===== src/rtl/hex_display_scheduler.sv =====
// Time-shares one combinational hex-to-seven-segment decoder across NUM_DIGITS digits.
// A captured value is walked nibble by nibble; each returned pattern is latched per digit.
module hex_display_scheduler #(
    parameter int unsigned NUM_DIGITS    = 4,
    parameter logic [6:0]  BLANK_PATTERN = 7'h7F
) (
    input  logic                      clk,
    input  logic                      rst,
    input  logic [4*NUM_DIGITS-1:0]   value,
    input  logic                      load,
    input  logic                      lz_en,
    output logic                      ready,
    output logic                      done,
    output logic [3:0]                dec_a,
    input  logic [6:0]                dec_seg,
    output logic [7*NUM_DIGITS-1:0]   seg_out
);

    localparam int unsigned      IDX_W    = (NUM_DIGITS > 1) ? $clog2(NUM_DIGITS) : 1;
    localparam logic [IDX_W-1:0] LAST_IDX = IDX_W'(NUM_DIGITS - 1);

    typedef enum logic [1:0] {
        IDLE,
        DECODE,
        WRITE,
        DONE
    } state_t;

    state_t                    state;
    state_t                    next_state;
    logic [IDX_W-1:0]          idx;
    logic [4*NUM_DIGITS-1:0]   shadow;
    logic                      lz_flag;
    logic [7*NUM_DIGITS-1:0]   seg_reg;
    logic [3:0]                nibble;
    logic                      upper_zero;
    logic                      blank;
    logic [6:0]                wr_pattern;

    always_ff @(posedge clk or posedge rst) begin
        if (rst) begin
            state <= IDLE;
        end else begin
            state <= next_state;
        end
    end

    always_comb begin
        next_state = state;
        unique case (state)
            IDLE:    if (load) next_state = DECODE;
            DECODE:  next_state = WRITE;
            WRITE:   next_state = (idx == LAST_IDX) ? DONE : DECODE;
            DONE:    next_state = IDLE;
            default: next_state = IDLE;
        endcase
    end

    // Current nibble, and whether it and every more significant nibble are zero.
    always_comb begin
        nibble     = '0;
        upper_zero = 1'b1;
        for (int unsigned k = 0; k < NUM_DIGITS; k++) begin
            if (idx == IDX_W'(k)) begin
                nibble = shadow[4*k +: 4];
            end
            if ((IDX_W'(k) >= idx) && (shadow[4*k +: 4] != 4'h0)) begin
                upper_zero = 1'b0;
            end
        end
    end

    // Digit 0 is never blanked so a zero value still shows a single "0".
    assign blank      = lz_flag && (idx != '0) && upper_zero;
    assign wr_pattern = blank ? BLANK_PATTERN : dec_seg;

    always_ff @(posedge clk or posedge rst) begin
        if (rst) begin
            idx     <= '0;
            shadow  <= '0;
            lz_flag <= 1'b0;
        end else begin
            if (state == IDLE && load) begin
                idx     <= '0;
                shadow  <= value;
                lz_flag <= lz_en;
            end else if (state == WRITE && idx != LAST_IDX) begin
                idx <= idx + 1'b1;
            end
        end
    end

    always_ff @(posedge clk or posedge rst) begin
        if (rst) begin
            seg_reg <= {NUM_DIGITS{BLANK_PATTERN}};
        end else if (state == WRITE) begin
            for (int unsigned k = 0; k < NUM_DIGITS; k++) begin
                if (idx == IDX_W'(k)) begin
                    seg_reg[7*k +: 7] <= wr_pattern;
                end
            end
        end
    end

    assign ready   = (state == IDLE);
    assign done    = (state == DONE);
    assign dec_a   = (state == DECODE || state == WRITE) ? nibble : 4'h0;
    assign seg_out = seg_reg;

endmodule


===== config.mk =====
export PLATFORM = sky130hd
export DESIGN_NAME = hex_display_scheduler
export DESIGN_NICKNAME = d
export VERILOG_FILES = /design/src/rtl/hex_display_scheduler.sv
export SDC_FILE = /design/constraint.sdc
export NUM_CORES = 1
export LEC_CHECK = 0
export BUFFER_PORTS_ARGS = -buffer_cell sky130_fd_sc_hd__clkbuf_2
export CAP_MARGIN = 20
export CORE_ASPECT_RATIO = 0.5
export CORE_MARGIN = 2
export CORE_UTILIZATION = 39
export DETAILED_ROUTE_END_ITERATION = 7
export PLACE_DENSITY_LB_ADDON = 0.08
export SYNTH_ARGS = -nofsm -noshare
export SYNTH_HDL_FRONTEND = slang
export SYNTH_SLANG_ARGS = --single-unit

===== constraint.sdc =====
create_clock -name clk -period 2.2 [get_ports clk]
set_input_delay 0.11 -clock clk [delete_from_list [all_inputs] [get_ports clk]]
set_output_delay 0.11 -clock clk [all_outputs]
set_load 0.005 [all_outputs]

# Yosys cells after proc, flatten, opt, wreduce, memory -nomap -nowiden
# Cells that the tools add are included.
word_totals:
  in_bits: 27
  word_cells: 57
  out_inout_bits: 34
  register_bits: 49
classes:
  n_mux: 15
  n_addsub: 1
  n_reduce_logical: 21
  magnitude_cmp: 4
  eq_ne: 8
op_table:
  columns: ["op", "n"]
  rows:
  - ["4-bit 2-to-1 mux", 5]
  - ["4-bit nonzero test", 4]
  - ["2-bit equality test (second input constant)", 4]
  - ["1-bit logical AND", 8]
  - ["2-bit 2-to-1 mux", 4]
  - ["2-bit case mux with 4 select lines", 1]
  - ["2-bit AND reduction", 4]
  - ["7-bit 2-to-1 mux", 1]
  - ["2-bit by 1-bit equality test with 1-bit output (second input constant)", 2]
  - ["1-bit by 2-bit greater-or-equal comparator with 1-bit output (first input constant)", 2]
  - ["2-bit greater-or-equal comparator (first input constant)", 2]
  - ["2-bit logical NOT", 2]
  - ["1-bit 2-to-1 mux", 4]
  - ["2-bit inequality test (second input constant)", 2]
  - ["2-bit nonzero test", 2]
  - ["2-bit by 1-bit adder with 2-bit output (second input constant)", 1]
  - ["1-bit logical OR", 1]

# Longest topological paths before layout
depth:
  word_depth: 8
  ltp_mapped: 6
  mapped_depth_nobuf: 5

# Worst setup path before layout
# No wires, ideal clock.
synth_timing:
  path_type: "reg-to-output"
  from: "register idx[1]"
  to: "output port dec_a[0]"
  path_stages_with_launch: 7
  arrival_time_ns: 1.366
  n_path_buf: 1
  slack_ns: 0.724
  t_required_ns: 2.090
  cell_sequence: "dfrtp_1 inv_1 ha_1 buf_2 nand3b_1 a221o_1 a21boi_1"
synth_via:
  elab_chain_cells: 6
  elab_cells_between_ends: 9
  cone_classes: "eq/ne: 3; mux: 5; reduce/logical: 1"
synth_lines:
  columns: ["item", "line_no", "rtl"]
  rows:
  - ["from (decl)", "31", "logic [IDX_W-1:0] idx;"]
  - ["from (signal assigned)", "88", "idx <= idx + 1'b1;"]
  - ["2-bit logical NOT", "64", "if (idx == IDX_W'(k)) begin"]
  - ["4-bit 2-to-1 mux (3 in series)", "64", null]
  - ["4-bit 2-to-1 mux (*)", "64", null]
  - ["4-bit 2-to-1 mux (*)", "107", "assign dec_a = (state == DECODE || state == WRITE) ? nibble : 4'h0;"]
  - ["to (decl)", "14", "output logic [3:0] dec_a,"]
# Mark *: on every way between the ends. The rest lies on a longest branch, timed or not.

# Final worst setup path
layout_timing:
  from: "register idx[0]"
  to: "output port dec_a[0]"
# Same word-level chain as after synthesis.

==> impl_metrics.json <==
{
  "cp_data_required_time_ps": 2090,
  "hp-class": "in2reg",
  "grt_usage_pct": 16.3,
  "p_leak_nw": 1.39,
  "yosys.area.top_type": "dfstp_2",
  "p_per_area_nw_per_um2": 1520,
  "synth_edf_count": 0,
  "fin_skew_ps": 8.22,
  "syn_inst": 184,
  "path_class": "reg2out",
  "diodes": 0,
  "syn_area_per_cell_um2": 12.6,
  "drtAntennaViolNets": 0,
  "rows": 19,
  "clk_path_buf_depth": 2,
  "drv_slew": 0,
  "nFillCells": 518,
  "path_max_fanout": 6,
  "place.port_buffers": 60,
  "cts_root_buf": "clkbuf_16",
  "synth_nets": 219,
  "totalWireLength_um": 4990,
  "place_area_um2": 2680,
  "post_cts_buffers": 0,
  "num_vias": 1637,
  "dp_hpwl_um": 3650,
  "ys_seq_elements": 49,
  "htree_levels": 2,
  "die_x_um": 113,
  "grt.overflow.total": 0,
  "period_minus_slack_ps": 1980,
  "finalSetupViolations": 0,
  "die_area_um2": 6600,
  "final-seq-area_um2": 1260,
  "min_period_over_period_pct": 89.9,
  "viasPerCell": 5.10,
  "grt_max_degree": 31,
  "yosys-top-cells-area": "dfstp_2, dfrtp_1, mux2_2, mux2i_1, ha_1",
  "fin_nets": 282,
  "maxCapViolations": 0,
  "multi_input_area_um2": 983,
  "ir_drop_mv": 0.640,
  "grt_pass1_vias": 1538,
  "start_kind": "flop",
  "drcViolationCount": 4,
  "cts_buffers": 5,
  "core_um2": 5610,
  "relSlewSlack_pct": 58.9,
  "worst_pin_slew_ps": 615,
  "rsz0062_at_grt": "false",
  "synth_seq_area_share_pct": 54.5,
  "synth_area_um2": 2310,
  "gp_congestion": 0.742,
  "die_h_um": 58.5,
  "synthArstFlopShare_pct": 100,
  "grt_pass1_wl_um": 8020,
  "path_clk_slew_ps": 70,
  "initial_core_util_pct": 41.3,
  "grt_antenna_before_repair": 0,
  "ios": 61,
  "synth_commonest_cells": "dfstp_2, mux2_2, mux2i_1, dfrtp_1, o21ai_0",
  "violations": "DRC",
  "drt-pass1-iter-count": 7,
  "synth_top_area_share_pct": 31.8,
  "yosys_warnings": 0,
  "crit_path_end_kind": "primary output",
  "fmax_mhz": 505,
  "synth-main-ff-cell": "dfstp_2",
  "yosysUniqueCellTypes": 26,
  "drive_gt1_share_pct": 51.2,
  "status": "finished, violations left",
  "setup-tns-final_ps": 0,
  "hold_viol": 0,
  "final_cell_area_um2": 2860,
  "clock_latency_ps": 290,
  "cts_tree": "built",
  "synthToLayoutAreaGrowth_pct": 23.6,
  "critPathArrivalTime_ps": 1870,
  "synth_most_common_cell": "dfstp_2",
  "wl_per_cell_um": 15.5,
  "drtIter0Drc": 87,
  "numClockSinks": 49
}
-- registers in the layout, indices dropped and copies added, names as in the netlist --
signal   flops
shadow      16
seg_out     28
lz_flag      1
idx          2
state        2
-- where the power goes --
group | leakage, nW | internal, mW | total [mW] | switching, mW
Sequential | 0.545 | 1.54 | 1.86 | 0.319
Clock | 0.0782 | 0.493 | 0.834 | 0.342
Combinational | 0.768 | 0.877 | 1.64 | 0.766
-- cell usage in the layout, fill, tap and decap left out, types with 8 or more instances in the layout --
cell	netlist	final
mux2i_1	22	22
a21oi_1	8	8
o21ai_0	20	20
mux2_2	24	24
nand2_1	8	8
clkbuf_2	2	60
inv_1	9	8
dfrtp_1	21	21
dfstp_2	28	28
-- area by class of cell --
type	instances	area share (%)
Clock buffer	6	5.25
Clock inverter	2	0.568
Inverter	9	1.18
Multi-Input combinational cell	119	34.4
Sequential cell	49	44.1
Tap cell	73	3.19
Timing Repair Buffer	63	11.4
-- worst max-delay path, stage by stage, from the launching register on --
cell      delay, ps
dfrtp_1         440
inv_1           110
ha_1            300
nand3b_1        130
a221o_1         300
a21boi_1        170
clkbuf_2        140
-- metrics by stage --
step | util (%) | hold slack (ps) | instances | total power [mW] | setup slack (ps)
2_1_floorplan | - | 197 | 184 | 2.90 | 724
3_3_place_gp | 47.8 | 212 | 312 | 3.50 | 488
3_5_place_dp | 47.8 | 209 | 312 | 3.54 | 446
4_1_cts | 50.9 | 47.2 | 321 | 4.38 | 124
5_1_grt | 51.0 | 48.7 | 321 | 4.66 | 92.8
6_report | 51.0 | 50.8 | 321 | 4.34 | 221
-- worst paths after layout --
check	startpoint	endpoint	slack (ps)	cells after the start
max	idx[0]	dec_a[0]	220	6
min	value[6]	shadow[6]	50	2
max reg2reg	idx[0]	seg_out[10]	450	5
min reg2reg	lz_flag	lz_flag	510	1
max in group asynchronous	rst	seg_out[16]	1020	4
min in group asynchronous	rst	lz_flag	430	3
-- metal layers --
metal,part of all wire [%],track usage [%],vias up
li1,-,-,787
met1,50,24.0,807
met2,44,23.2,41
met3,5.7,4.94,2
met4,0.34,4.88,0
met5,0,0,-
-- cell families after synthesis --
logic type | share of synthesized area, %
AOI/OAI and AO/OA | 9.84
adders and majority gates | 4.32
muxes | 21.2
DFF | 54.5
buffers and inverters | 3.24
and+or+nand+nor | 6.54
xor gates and xnor gates | 0.378
-- repair_timing --
action / in CTS / in global routing
resized for setup: 0 / 2
setup endpoints to repair: 0 / 1
hold endpoints to repair: 21 / 0
hold buffers: 1 / 0
No activity file was read; power rests on OpenSTA's default activity.
